`src/rtl/nabp_line_sequencer_pkg.sv`:
```
// ============================================================================
// nabp_line_sequencer_pkg : shared state encoding, defaults, step format
// Revision: 1.0
// ============================================================================
`default_nettype none

package nabp_line_sequencer_pkg;

    localparam int c_image_size_default   = 128;
    localparam int c_no_of_angles_default = 180;
    localparam int c_angle_width_default  = 8;
    localparam int c_line_width_default   = 7;
    localparam int c_accu_width_default   = 16;

    // Accumulator step is unsigned Q8.8, identical to the shifter's sc_accu_base
    localparam int c_accu_frac_bits = 8;

    localparam int c_state_width = 4;

    localparam logic [3:0] c_st_ready      = 4'd0;
    localparam logic [3:0] c_st_lookup     = 4'd1;
    localparam logic [3:0] c_st_latch      = 4'd2;
    localparam logic [3:0] c_st_fill       = 4'd3;
    localparam logic [3:0] c_st_fill_wait  = 4'd4;
    localparam logic [3:0] c_st_shift_arm  = 4'd5;
    localparam logic [3:0] c_st_shift_wait = 4'd6;
    localparam logic [3:0] c_st_advance    = 4'd7;
    localparam logic [3:0] c_st_done       = 4'd8;

endpackage

`default_nettype wire

```
`src/rtl/nabp_line_sequencer_counters.sv`:
```
// ============================================================================
// nabp_line_sequencer_counters : angle/line counters with last-value flags
// Revision: 1.0
// ============================================================================
`default_nettype none

module nabp_line_sequencer_counters
    import nabp_line_sequencer_pkg::*;
#(
    parameter int IMAGE_SIZE   = c_image_size_default,
    parameter int NO_OF_ANGLES = c_no_of_angles_default,
    parameter int ANGLE_WIDTH  = c_angle_width_default,
    parameter int LINE_WIDTH   = c_line_width_default
) (
    input  logic                   clk,
    input  logic                   reset_n,
    input  logic                   clear,
    input  logic                   line_inc,
    input  logic                   angle_inc,
    output logic [ANGLE_WIDTH-1:0] angle,
    output logic [LINE_WIDTH-1:0]  line,
    output logic                   line_last,
    output logic                   angle_last
);

    localparam logic [LINE_WIDTH-1:0]  c_line_last  = LINE_WIDTH'(IMAGE_SIZE - 1);
    localparam logic [ANGLE_WIDTH-1:0] c_angle_last = ANGLE_WIDTH'(NO_OF_ANGLES - 1);

    logic [ANGLE_WIDTH-1:0] r_angle;
    logic [LINE_WIDTH-1:0]  r_line;

    // Moving to a new angle always restarts the line count
    always_ff @(posedge clk or negedge reset_n) begin
        if (!reset_n) begin
            r_angle <= '0;
            r_line  <= '0;
        end else if (clear) begin
            r_angle <= '0;
            r_line  <= '0;
        end else if (angle_inc) begin
            r_angle <= r_angle + 1'b1;
            r_line  <= '0;
        end else if (line_inc) begin
            r_line  <= r_line + 1'b1;
        end
    end

    assign angle      = r_angle;
    assign line       = r_line;
    assign line_last  = (r_line == c_line_last);
    assign angle_last = (r_angle == c_angle_last);

endmodule

`default_nettype wire

```
`src/rtl/nabp_line_sequencer.sv`:
```
// ============================================================================
// nabp_line_sequencer : walks angles x lines, kicking the NABP shifter
// Revision: 1.0
// ============================================================================
`default_nettype none

module nabp_line_sequencer
    import nabp_line_sequencer_pkg::*;
#(
    parameter int IMAGE_SIZE   = c_image_size_default,
    parameter int NO_OF_ANGLES = c_no_of_angles_default,
    parameter int ANGLE_WIDTH  = c_angle_width_default,
    parameter int LINE_WIDTH   = c_line_width_default,
    parameter int ACCU_WIDTH   = c_accu_width_default
) (
    input  logic                   clk,
    input  logic                   reset_n,
    input  logic                   hs_kick,
    output logic                   hs_busy,
    output logic                   hs_done,
    output logic [ANGLE_WIDTH-1:0] lut_angle,
    input  logic [ACCU_WIDTH-1:0]  lut_accu_base,
    output logic                   sh_fill_kick,
    output logic                   sh_shift_kick,
    output logic [ACCU_WIDTH-1:0]  sh_accu_base,
    input  logic                   sh_fill_done,
    input  logic                   sh_shift_done,
    input  logic                   ds_stall,
    output logic [ANGLE_WIDTH-1:0] angle,
    output logic [LINE_WIDTH-1:0]  line,
    output logic                   angle_kick
);

    logic [c_state_width-1:0] r_state;
    logic [ACCU_WIDTH-1:0]    r_accu_base;
    logic                     r_shift_kick;
    logic                     w_clear;
    logic                     w_line_inc;
    logic                     w_angle_inc;
    logic                     w_line_last;
    logic                     w_angle_last;

    assign w_clear     = (r_state == c_st_ready) && hs_kick;
    assign w_line_inc  = (r_state == c_st_advance) && !w_line_last;
    assign w_angle_inc = (r_state == c_st_advance) && w_line_last && !w_angle_last;

    nabp_line_sequencer_counters #(
        .IMAGE_SIZE   (IMAGE_SIZE),
        .NO_OF_ANGLES (NO_OF_ANGLES),
        .ANGLE_WIDTH  (ANGLE_WIDTH),
        .LINE_WIDTH   (LINE_WIDTH)
    ) u_counters (
        .clk        (clk),
        .reset_n    (reset_n),
        .clear      (w_clear),
        .line_inc   (w_line_inc),
        .angle_inc  (w_angle_inc),
        .angle      (angle),
        .line       (line),
        .line_last  (w_line_last),
        .angle_last (w_angle_last)
    );

    // Shift kick is registered so ds_stall never reaches the kick combinationally
    always_ff @(posedge clk or negedge reset_n) begin
        if (!reset_n) begin
            r_state      <= c_st_ready;
            r_accu_base  <= '0;
            r_shift_kick <= 1'b0;
        end else begin
            r_shift_kick <= 1'b0;
            case (r_state)
                c_st_ready:      if (hs_kick) r_state <= c_st_lookup;
                c_st_lookup:     r_state <= c_st_latch;
                c_st_latch: begin
                    r_accu_base <= lut_accu_base;
                    r_state     <= c_st_fill;
                end
                c_st_fill:       r_state <= c_st_fill_wait;
                c_st_fill_wait:  if (sh_fill_done) r_state <= c_st_shift_arm;
                c_st_shift_arm: begin
                    if (!ds_stall) begin
                        r_shift_kick <= 1'b1;
                        r_state      <= c_st_shift_wait;
                    end
                end
                c_st_shift_wait: if (sh_shift_done) r_state <= c_st_advance;
                c_st_advance: begin
                    if (!w_line_last)       r_state <= c_st_fill;
                    else if (!w_angle_last) r_state <= c_st_lookup;
                    else                    r_state <= c_st_done;
                end
                c_st_done:       r_state <= c_st_ready;
                default:         r_state <= c_st_ready;
            endcase
        end
    end

    // The LUT address tracks the angle counter; the LUT answers one cycle later
    assign lut_angle     = angle;
    assign sh_accu_base  = r_accu_base;
    assign sh_shift_kick = r_shift_kick;
    assign sh_fill_kick  = (r_state == c_st_fill);
    assign angle_kick    = (r_state == c_st_latch);
    assign hs_done       = (r_state == c_st_done);
    assign hs_busy       = (r_state != c_st_ready) && (r_state != c_st_done);

endmodule

`default_nettype wire

```
`config.mk`:
```
export PLATFORM = sky130hd
export DESIGN_NAME = nabp_line_sequencer
export DESIGN_NICKNAME = d
export VERILOG_FILES = /design/src/rtl/nabp_line_sequencer_pkg.sv /design/src/rtl/nabp_line_sequencer_counters.sv /design/src/rtl/nabp_line_sequencer.sv
export SDC_FILE = /design/constraint.sdc
export NUM_CORES = 1
export LEC_CHECK = 0
export ABC_AREA = 1
export ABC_CLOCK_PERIOD_IN_PS = 2850
export CAP_MARGIN = 20
export CORE_MARGIN = 5
export CORE_UTILIZATION = 49
export CTS_CLUSTER_SIZE = 40
export DETAILED_ROUTE_END_ITERATION = 16
export PLACE_DENSITY = 0.85
export SETUP_SLACK_MARGIN = 0.4
export SYNTH_ARGS = -nofsm -noshare
export SYNTH_HDL_FRONTEND = slang
export SYNTH_SLANG_ARGS = --single-unit
```
`constraint.sdc`:
```
create_clock -name clk -period 2.85 [get_ports clk]
set_input_delay 0.4275 -clock clk [delete_from_list [all_inputs] [get_ports clk]]
set_output_delay 0.4275 -clock clk [all_outputs]
set_load 0.01 [all_outputs]
```
# Word-level counts from Yosys, hierarchy flattened
# Index checks and enable logic that the tools add are counted.
# word_totals
rom_bits	0
memories	0
out_inout_bits	44
reg_bits	36
input_bits	22
latchBits	0
elab_cells	48
mem_bits_rw	0
# classes
multipliers	0
n_mux	14
bitwise_logic	0
div	0
n_reduce_logical	12
n_shift	0
magnitude_cmp	0
add_sub_neg	2
eq_ne	15
# op_table
operator	count
$pmux 4 s8	1
$mux 4	6
$mux 7	3
$eq 4x3->1 const B	4
$mux 8	2
$add 8x1->8 const B	1
$eq 4x2->1 const B	2
$eq 8x8->1 const B	1
$ne 2x2->1 const B	4
$add 7x1->7 const B	1
$eq 7x7->1 const B	1
$logic_and 1x1->1	5
$eq 4x1->1 const B	1
$eq 4x4->1 const B	1
$logic_not 4->1	1
$ne 4x4->1 const B	1
$reduce_and 4->1	1
$reduce_bool 4->1	1
$reduce_bool 3->1	1
$logic_not 1->1	2
$mux 1	2
$reduce_bool 2->1	1

# Longest topological paths before layout
# Gate-level depths: netlist of the first run.
# depth
ltp_word	6
mapped_depth	9
depth_no_buf	9

# By module
# From an unflattened synthesis of the first run, not the netlist that was laid out.
# unflattened
hier_cells	231
hier_area_um2	1858.0
# modules_own_cells
mod	area_each_um2	cells_per_inst	instances
nabp_line_sequencer	1036.0	127	1
nabp_line_sequencer_counters	822.0	104	1

# Least setup slack after synthesis of the first run
# OpenSTA, ideal clock, no wires.
# synth_timing
path_type	register to register
from	register u_counters.r_line[0], in the netlist u_counters.line[0]
to	register u_counters.r_angle[5], in the netlist u_counters.angle[5]
arrival_ns	1.392
n_path_buf	0
setup_ns	0.118
path_slack_ns	1.339
stages_incl_launch_ff	9
synth_period_minus_slack_ns	1.511
cell_sequence	dfrtp_1 > ha_1 > nand3_4 > nor2_8 > nand2_4 > nor2_8 > nor2_4 > nand2_1 > nand2_1
# synth_between
elab_chain_cells	4
# synth_rtl
item	line_no	rtl
from (decl)	nabp_line_sequencer_counters.sv:30	logic [LINE_WIDTH-1:0] r_line;
from (signal assigned)	nabp_line_sequencer_counters.sv:44	r_line <= r_line + 1'b1;
$eq 7x7->1	nabp_line_sequencer_counters.sv:50	assign line_last = (r_line == c_line_last);
$logic_and 1x1->1 (2 in a row)	nabp_line_sequencer.sv:45	assign w_angle_inc = (r_state == c_st_advance) && w_line_last && !w_angle_last;
$reduce_bool 2->1 (no source line)	n/a	
to (signal assigned)	nabp_line_sequencer_counters.sv:41	r_angle <= r_angle + 1'b1;
to (decl)	nabp_line_sequencer_counters.sv:29	logic [ANGLE_WIDTH-1:0] r_angle;
# No other way between the ends.
# A chain may end at the register's enable or synchronous reset.

# Worst setup path in the final report of the first run
# layout_timing
from	register r_state[1]
to	output hs_done
# layout_between
elab_chain_cells	1
# layout_rtl
item	line_no	rtl
from (decl)	nabp_line_sequencer.sv:34	logic [c_state_width-1:0] r_state;
from (signal assigned)	nabp_line_sequencer.sv:67	r_state <= c_st_ready;
from (signal assigned)	nabp_line_sequencer.sv:73	c_st_ready: if (hs_kick) r_state <= c_st_lookup;
from (signal assigned)	nabp_line_sequencer.sv:74	c_st_lookup: r_state <= c_st_latch;
$eq 4x4->1	nabp_line_sequencer.sv:105	assign hs_done = (r_state == c_st_done);
to (decl)	nabp_line_sequencer.sv:20	output logic hs_done,
# No other way between the ends.

==> summary.txt, run 1 <==
Global routing
  – Initial antenna violation count: 0
  – Total track usage: 18.1%
  – First-pass GRT wire length: 7580 um
  – Largest net degree at the start of global routing: 37
  – Overflow after GRT: 0
  – Vias in the first global route: 1717

Die
  – Initial Utilization: 50.3%
  – IO Pins: 66
  – Die Y: 73.9 um
  – # rows: 23
  – Die ar.: 5460 um2
  – Core ar.: 3970 um2
  – Die W: 73.9 um

Clock tree
  – # clock sinks: 36
  – CTS Buf Count: 5
  – Clock root buffer: clkbuf_8
  – CTS Hold Buffers Added: 0
  – H-Tree Depth: 2
  – Reg clk slew, reported paths: 0.08 ns
  – Post-CTS Setup Bufs: 0
  – Clock Path Buffers: 2
  – CTS tree: built
  – Post-cts gate resize count: 0
  – Worst-Skew Late Latency: 0.29 ns

Route
  – M1 WL: 2080 um
  – DRT iter0 DRCs: 98
  – Final wirelength: 4500 um
  – # DRC: 0
  – DRT antenna net count: 0
  – Metal3 WL: 357 um
  – Wirelength per Cell: 12.3 um
  – Vias per cell: 4.90
  – Vias: 1795
  – Routed wl met2: 2010 um
  – Top sig layer: met4
  – DRT Pass-1 Iters: 5

Place
  – Routability cong.: 0.827
  – Final HPWL DP: 3300 um
  – Dpl cells: 358
  – Port-buffer cells: 65

Layout
  – Nets: 339
  – Fill cells: 327
  – Most frequent cells in the layout: 95 x nand2_1, 65 x clkdlybuf4s50_1, 36 x dfrtp_1
  – Layout area overhead: 37.3%
  – Diode count: 0
  – Layout Cells excl Fill: 366
  – FF/Latch Area: 901 um2
  – Share of layout cells above drive strength 1: 8.54%
  – Multi-input logic area: 892 um2
  – Most common cell after layout, fill and taps aside: nand2_1

Critical path
  – Critical Path AT: 1.79 ns
  – Setup crit end kind: primary output
  – Reg2reg path depth: 5
  – Crit path buf inv count: 1
  – CP Launch Type: flip-flop
  – Worst Path Max Fanout: 6
  – Crit path kind: reg -> out
  – CP delay by family, top: buffers and inverters
  – Critical path's slowest cell: clkdlybuf4s50_1
  – CP startpoint: r_state[1]
  – Reg2Reg Launch Point: r_state[1]
  – CP required: 2.42 ns
  – Max incr delay on CP: 0.55 ns
  – R2r setup slk: 1.10 ns
  – Crit path to: hs_done
  – CP Cell Sequence: nor2_1 > nand2_1 > nor2_1 > clkdlybuf4s50_1
  – Worst r2r dst: u_counters.angle[0]
  – Critical Path Stages: 4
  – Most used cell, CP: nor2_1

Power and ir drop
  – Worst vdd ir: 0.000318 V
  – Comb power frac: 44.7%
  – Internal power: 1.43 mW
  – Sw frac: 37.5%
  – Switching pwr: 0.859 mW
  – Cell Pwr Density: 834 nW/um2
  – Sequential share of power: 36.0%
  – Design Power: 2.29 mW
  – Clk pwr share: 19.2%
  – Leakage: 1.42 nW

Logic synthesis
  – Mapped Area: 2000 um2
  – Main flop type after synthesis: dfrtp_1
  – Syn avg cell area: 7.93 um2
  – Asr flop ratio synth: 100%
  – EDFF count, synth: 0
  – Synth Register Bits: 36
  – Distinct cells, synth: 25
  – Seq/Total Area, Yosys: 45.1%
  – Post-Synthesis Cells: 252
  – Ys Warns: 0
  – Syn Nets: 276

STA
  – Final hold violations: 0
  – Slew headroom: 69.5%
  – Final Setup Violations: 0
  – Hold slack: 0.473 ns
  – Final period util: 77.8%
  – Fmax: 0.451 GHz
  – Setup TNS: 0 ns
  – RSZ-0062 raised after global routing: false
  – Count of final max-slew check failures: 0
  – Actual slew at the worst max-slew pin: 0.457 ns
  – Worst clock skew: 0.00889 ns
  – Minimum clock period: 2.22 ns

Worst hold path
  – Hold Path Class: reg -> reg

Run status
  – Status: completed

Flow run
  – Max-Cap Viols: 0
-- cells in the mapped netlist, types with 3 or more instances --
cell type,instances,area [um2]
o21ai_1,3,15.0
nand2_4,3,33.8
buf_4,10,75.1
dfrtp_1,36,901
nand3_1,24,120
nand2_1,95,357
nand4_1,7,43.8
nor2_8,3,60.1
nor2_1,17,63.8
nand2_2,3,18.8
nor2_4,3,33.8
xor2_1,5,43.8
inv_1,27,101
-- area by class of cell --
cell class,count,share of cell area (%)
clock buffer,6,2.64
clock inverter,2,1.28
inverter,29,3.97
multi-input combinational,175,32.5
sequential,36,32.8
tap,50,2.28
timing repair buffer,68,24.5
-- worst min path at each step --
| stage | startpoint | endpoint | slack, ns | cells after the start |
|---|---|---|---|---|
| after floorplan | reset_n | r_state[0] | 0.13 | 0 |
| after global placement | sh_accu_base[6] | sh_accu_base[6] | 0.45 | 2 |
| after detailed placement | sh_accu_base[4] | sh_accu_base[4] | 0.46 | 2 |
| after CTS | sh_accu_base[2] | sh_accu_base[2] | 0.48 | 2 |
| after global routing | sh_accu_base[4] | sh_accu_base[4] | 0.51 | 2 |
| final | sh_accu_base[2] | sh_accu_base[2] | 0.47 | 2 |
-- worst reg2reg max path, stage by stage, from the launching register on --
cell	delay [ns]
dfrtp_1	0.45
nor2_1	0.29
nand3_1	0.41
buf_4	0.32
nand2_1	0.10
o21ai_1	0.07
-- registers in the layout, summed over array words and instances (netlist names) --
signal            cells
sh_accu_base         16
u_counters.line       7
r_state               4
u_counters.angle      8
sh_shift_kick         1
-- routing by layer --
metal,GRT usage [%],up-vias
li1,-,901
met1,22.9,821
met2,28.9,68
met3,5.20,5
met4,7.24,0
met5,0,-
-- power by group through the flow --
stage / logic (mW) / registers, mW / clock network [mW]
CTS: 1.04 / 0.823 / 0.453
global route: 1.15 / 0.855 / 0.474
floorplan: 0.516 / 0.887 / 0
global placement: 1.02 / 0.823 / 0
finish: 1.02 / 0.825 / 0.440
detailed placement: 1.04 / 0.832 / 0
-- cell families after synthesis --
kind of cell,after synthesis,share of synthesized area (%)
and+or+nand+nor,160,38.7
buffers and inverters,41,10.3
DFF,36,45.1
AOI/OAI and AO/OA,7,2.07
xor gates and xnor gates,6,2.63
adders and majority gates,2,1.25
-- through the flow --
step | cell area [um2] | utilization [%] | setup slack, ns
2_1_floorplan | 2000 | - | 1.34
3_3_place_gp | 2640 | 66.4 | 0.986
3_5_place_dp | 2640 | 66.4 | 0.969
4_1_cts | 2750 | 69.1 | 0.638
5_1_grt | 2750 | 69.1 | 0.514
6_report | 2750 | 69.1 | 0.632
No activity file was read; power rests on OpenSTA's default activity.
==> run 2, diff against run 1 <==
Settings changed: ABC_CLOCK_PERIOD_IN_PS 2850 to 1840, CORE_UTILIZATION 49 to 41, PLACE_DENSITY 0.85 to 0.76.
Clock period 2.85 ns to 1.84 ns, I/O delays scaled along.
==> run 2 against run 1 <==
  * Total power grew 62%
  * Worst setup slack got worse by 0.30 ns
  * Die area grew 17%
  * Combinational power is 83% higher
  * Critical path type unchanged
  * Worst hold slack lost 0.051 ns
  * Global-route usage shrank 1.2 points
  * Non-clock buffer count up 34
  * Via count grew 8.9%
  * Clock-buffer cell count increased by 1
==> summary.txt, run 2 (synthesized netlist as in run 1, its figures left out) <==
STA
  – Slew headroom: 68.9% (was 69.5%)
  – Minimum clock period: 1.51 ns
  – RSZ-0062 raised after global routing: true (was false)
  – Fmax: 0.662 GHz
  – Worst clock skew: 0.00635 ns (was 0.00889 ns)
  – Final hold violations: 0 (unchanged)
  – Setup TNS: 0 ns (unchanged)
  – Hold slack: 0.421 ns (was 0.473 ns)
  – Setup ws final: 0.330 ns (was 0.632 ns)
  – Final Setup Violations: 0 (unchanged)
  – Actual slew at the worst max-slew pin: 0.467 ns (was 0.457 ns)
  – Count of final max-slew check failures: 0 (unchanged)
  – Final period util: 82.1%

Route
  – DRT iter0 DRCs: 74 (was 98)
  – DRT Pass-1 Iters: 4 (was 5)
  – Wirelength per Cell: 12.9 um (was 12.3 um)
  – Vias: 1954 (was 1795)
  – Vias per cell: 4.69 (was 4.90)
  – DRT antenna net count: 0 (unchanged)
  – # DRC: 0 (unchanged)
  – Final wirelength: 5360 um (was 4500 um)

Layout
  – Max reg flops: 16 (unchanged)
  – Diode count: 0 (unchanged)
  – Most common cell after layout, fill and taps aside: nand2_1 (unchanged)
  – Nets: 374 (was 339)
  – Design area: 3090 um2 (was 2750 um2)
  – Most frequent cells in the layout: 94 x nand2_1, 38 x dlygate4sd2_1, 33 x buf_4 (was 95 x nand2_1, 65 x clkdlybuf4s50_1, 36 x dfrtp_1)
  – Fill cells: 420 (was 327)
  – Layout area overhead: 54.7% (was 37.3%)
  – Share of layout cells above drive strength 1: 25.4% (was 8.54%)

Die
  – Initial Utilization: 42.3% (was 50.3%)
  – Die ar.: 6370 um2 (was 5460 um2)
  – Core ar.: 4720 um2 (was 3970 um2)
  – Die Y: 79.8 um (was 73.9 um)
  – # rows: 25 (was 23)
  – Die W: 79.8 um (was 73.9 um)
  – IO Pins: 66 (unchanged)

Global routing
  – Met3 GRT Util: 5.19% (was 5.20%)
  – Met1 usage: 21.7% (was 22.9%)
  – Global route hottest layer: met2 (unchanged)
  – Total track usage: 16.9% (was 18.1%)
  – Met2 usage: 27.5% (was 28.9%)
  – Vias in the first global route: 1820 (was 1717)
  – Largest net degree at the start of global routing: 37 (unchanged)
  – First-pass GRT wire length: 8470 um (was 7580 um)
  – Overflow after GRT: 0 (unchanged)
  – Initial antenna violation count: 0 (unchanged)

Critical path
  – Crit path buf inv count: 3 (was 1)
  – CP Cell Sequence: buf_6 > nor2_4 > inv_2 > nor2_4 > buf_6 (was nor2_1 > nand2_1 > nor2_1 > clkdlybuf4s50_1)
  – Setup crit end kind: primary output (unchanged)
  – CP delay by family, top: flip-flops (was buffers and inverters)
  – Max incr delay on CP: 0.44 ns (was 0.55 ns)
  – CP Launch Type: flip-flop (unchanged)
  – Crit path kind: reg -> out (unchanged)
  – Worst Path Max Fanout: 4 (was 6)
  – CP required: 1.56 ns (was 2.42 ns)
  – Critical Path AT: 1.23 ns (was 1.79 ns)
  – Critical path's slowest cell: dfrtp_2 (was clkdlybuf4s50_1)

Flow run
  – Max-Cap Viols: 0 (unchanged)

Clock tree
  – CTS tree: built (unchanged)
  – CTS Buf Count: 5 (unchanged)
  – # clock sinks: 36 (unchanged)
  – CTS Hold Buffers Added: 0 (unchanged)
  – Worst-Skew Late Latency: 0.28 ns (was 0.29 ns)
  – H-Tree Depth: 2 (unchanged)
  – Clock root buffer: clkbuf_8 (unchanged)
  – Reg clk slew, reported paths: 0.07 ns (was 0.08 ns)
  – Clock Path Buffers: 2 (unchanged)

Power and ir drop
  – Worst vdd ir: 0.000534 V (was 0.000318 V)
  – Cell Pwr Density: 1200 nW/um2 (was 834 nW/um2)
  – Leakage: 1.75 nW (was 1.42 nW)
  – Design Power: 3.71 mW (was 2.29 mW)

Place
  – Port-buffer cells: 65 (unchanged)
  – Worst slack at placement: 0.161 ns (was 0.969 ns)
  – Final HPWL DP: 3500 um (was 3300 um)
  – Routability cong.: 0.770 (was 0.827)
  – Area post-placement: 2690 um2 (was 2640 um2)

Run status
  – Status: completed (unchanged)

Worst hold path
  – Hold Path Class: in -> async (was reg -> reg)
run 2: changes by cell type in the layout (fill, tap and decap cells not counted), sizes merged:
cell	change
dlymetal6s2s	+1
buf	+38
clkinv	-1
dlygate4sd2	+38
bufinv	-1
clkdlybuf4s50	-44
clkbuf	+1
nor2	+1
clkdlybuf4s15	+1
run 2: worst paths after layout:
| path | end | cells past startpoint | from | slack, ns |
|---|---|---|---|---|
| worst max-delay path | angle_kick | 5 | r_state[0] | 0.33 |
| worst max register to register | r_state[0] | 9 | u_counters.angle[2] | 0.44 |
| max in group asynchronous | u_counters.line[0] | 2 | reset_n | 1.07 |
| worst min-delay path | sh_accu_base[4] | 2 | reset_n | 0.42 |
| worst min register to register | sh_accu_base[13] | 2 | sh_accu_base[13] | 0.47 |
| min in group clk | sh_accu_base[13] | 2 | sh_accu_base[13] | 0.47 |
run 2: worst reg2reg max path: stages (launching register included):
cell and delay, ns:
dfrtp_2 0.41, buf_4 0.16, nor2_4 0.08, nand2_2 0.08, nor2_4 0.20, nand2_4 0.11, nand2_8 0.10, nand2_1 0.05
nand2_1 0.06, nand2_1 0.05
run 2: routing by layer:
layer / vias up / wire length, um
met2: 71 / 2510
met4: 0 / 47
met1: 903 / 2360
li1: 974 / -
met5: - / 0
met3: 6 / 449
run 2: cell type report:
| class | count | area [um2] | share of cell area (%) |
|---|---|---|---|
| Clock buffer | 7 | 96.3 | 3.11 |
| Inverter | 29 | 111 | 3.60 |
| Multi-Input combinational cell | 176 | 1000 | 32.4 |
| Sequential cell | 36 | 915 | 29.6 |
| Tap cell | 67 | 83.8 | 2.71 |
| Timing Repair Buffer | 102 | 885 | 28.6 |
run 2: power by group:
part           internal (mW)  switching, mW  leakage [nW]  total, mW
sequential              1.07          0.162         0.448       1.23
clock                  0.334          0.271        0.0503      0.605
combinational          0.844           1.03          1.25       1.87
total                   2.24           1.46          1.75       3.71
run 2: per-stage QoR:
step                instances  utilization [%]
finish                    417             65.5
floorplan                 252                -
global route              417             65.5
detailed placement        377             56.9
CTS                       400             61.3
global placement          377             56.9
run 2: timing repair:
action                                 4_1_cts  5_1_grt
pin swaps                                    5       14
gates resized for setup                     73       21
endpoints found under the hold margin        0        0
buffers inserted                            16       16
setup endpoints to repair                   76       39
gates cloned                                 0        1
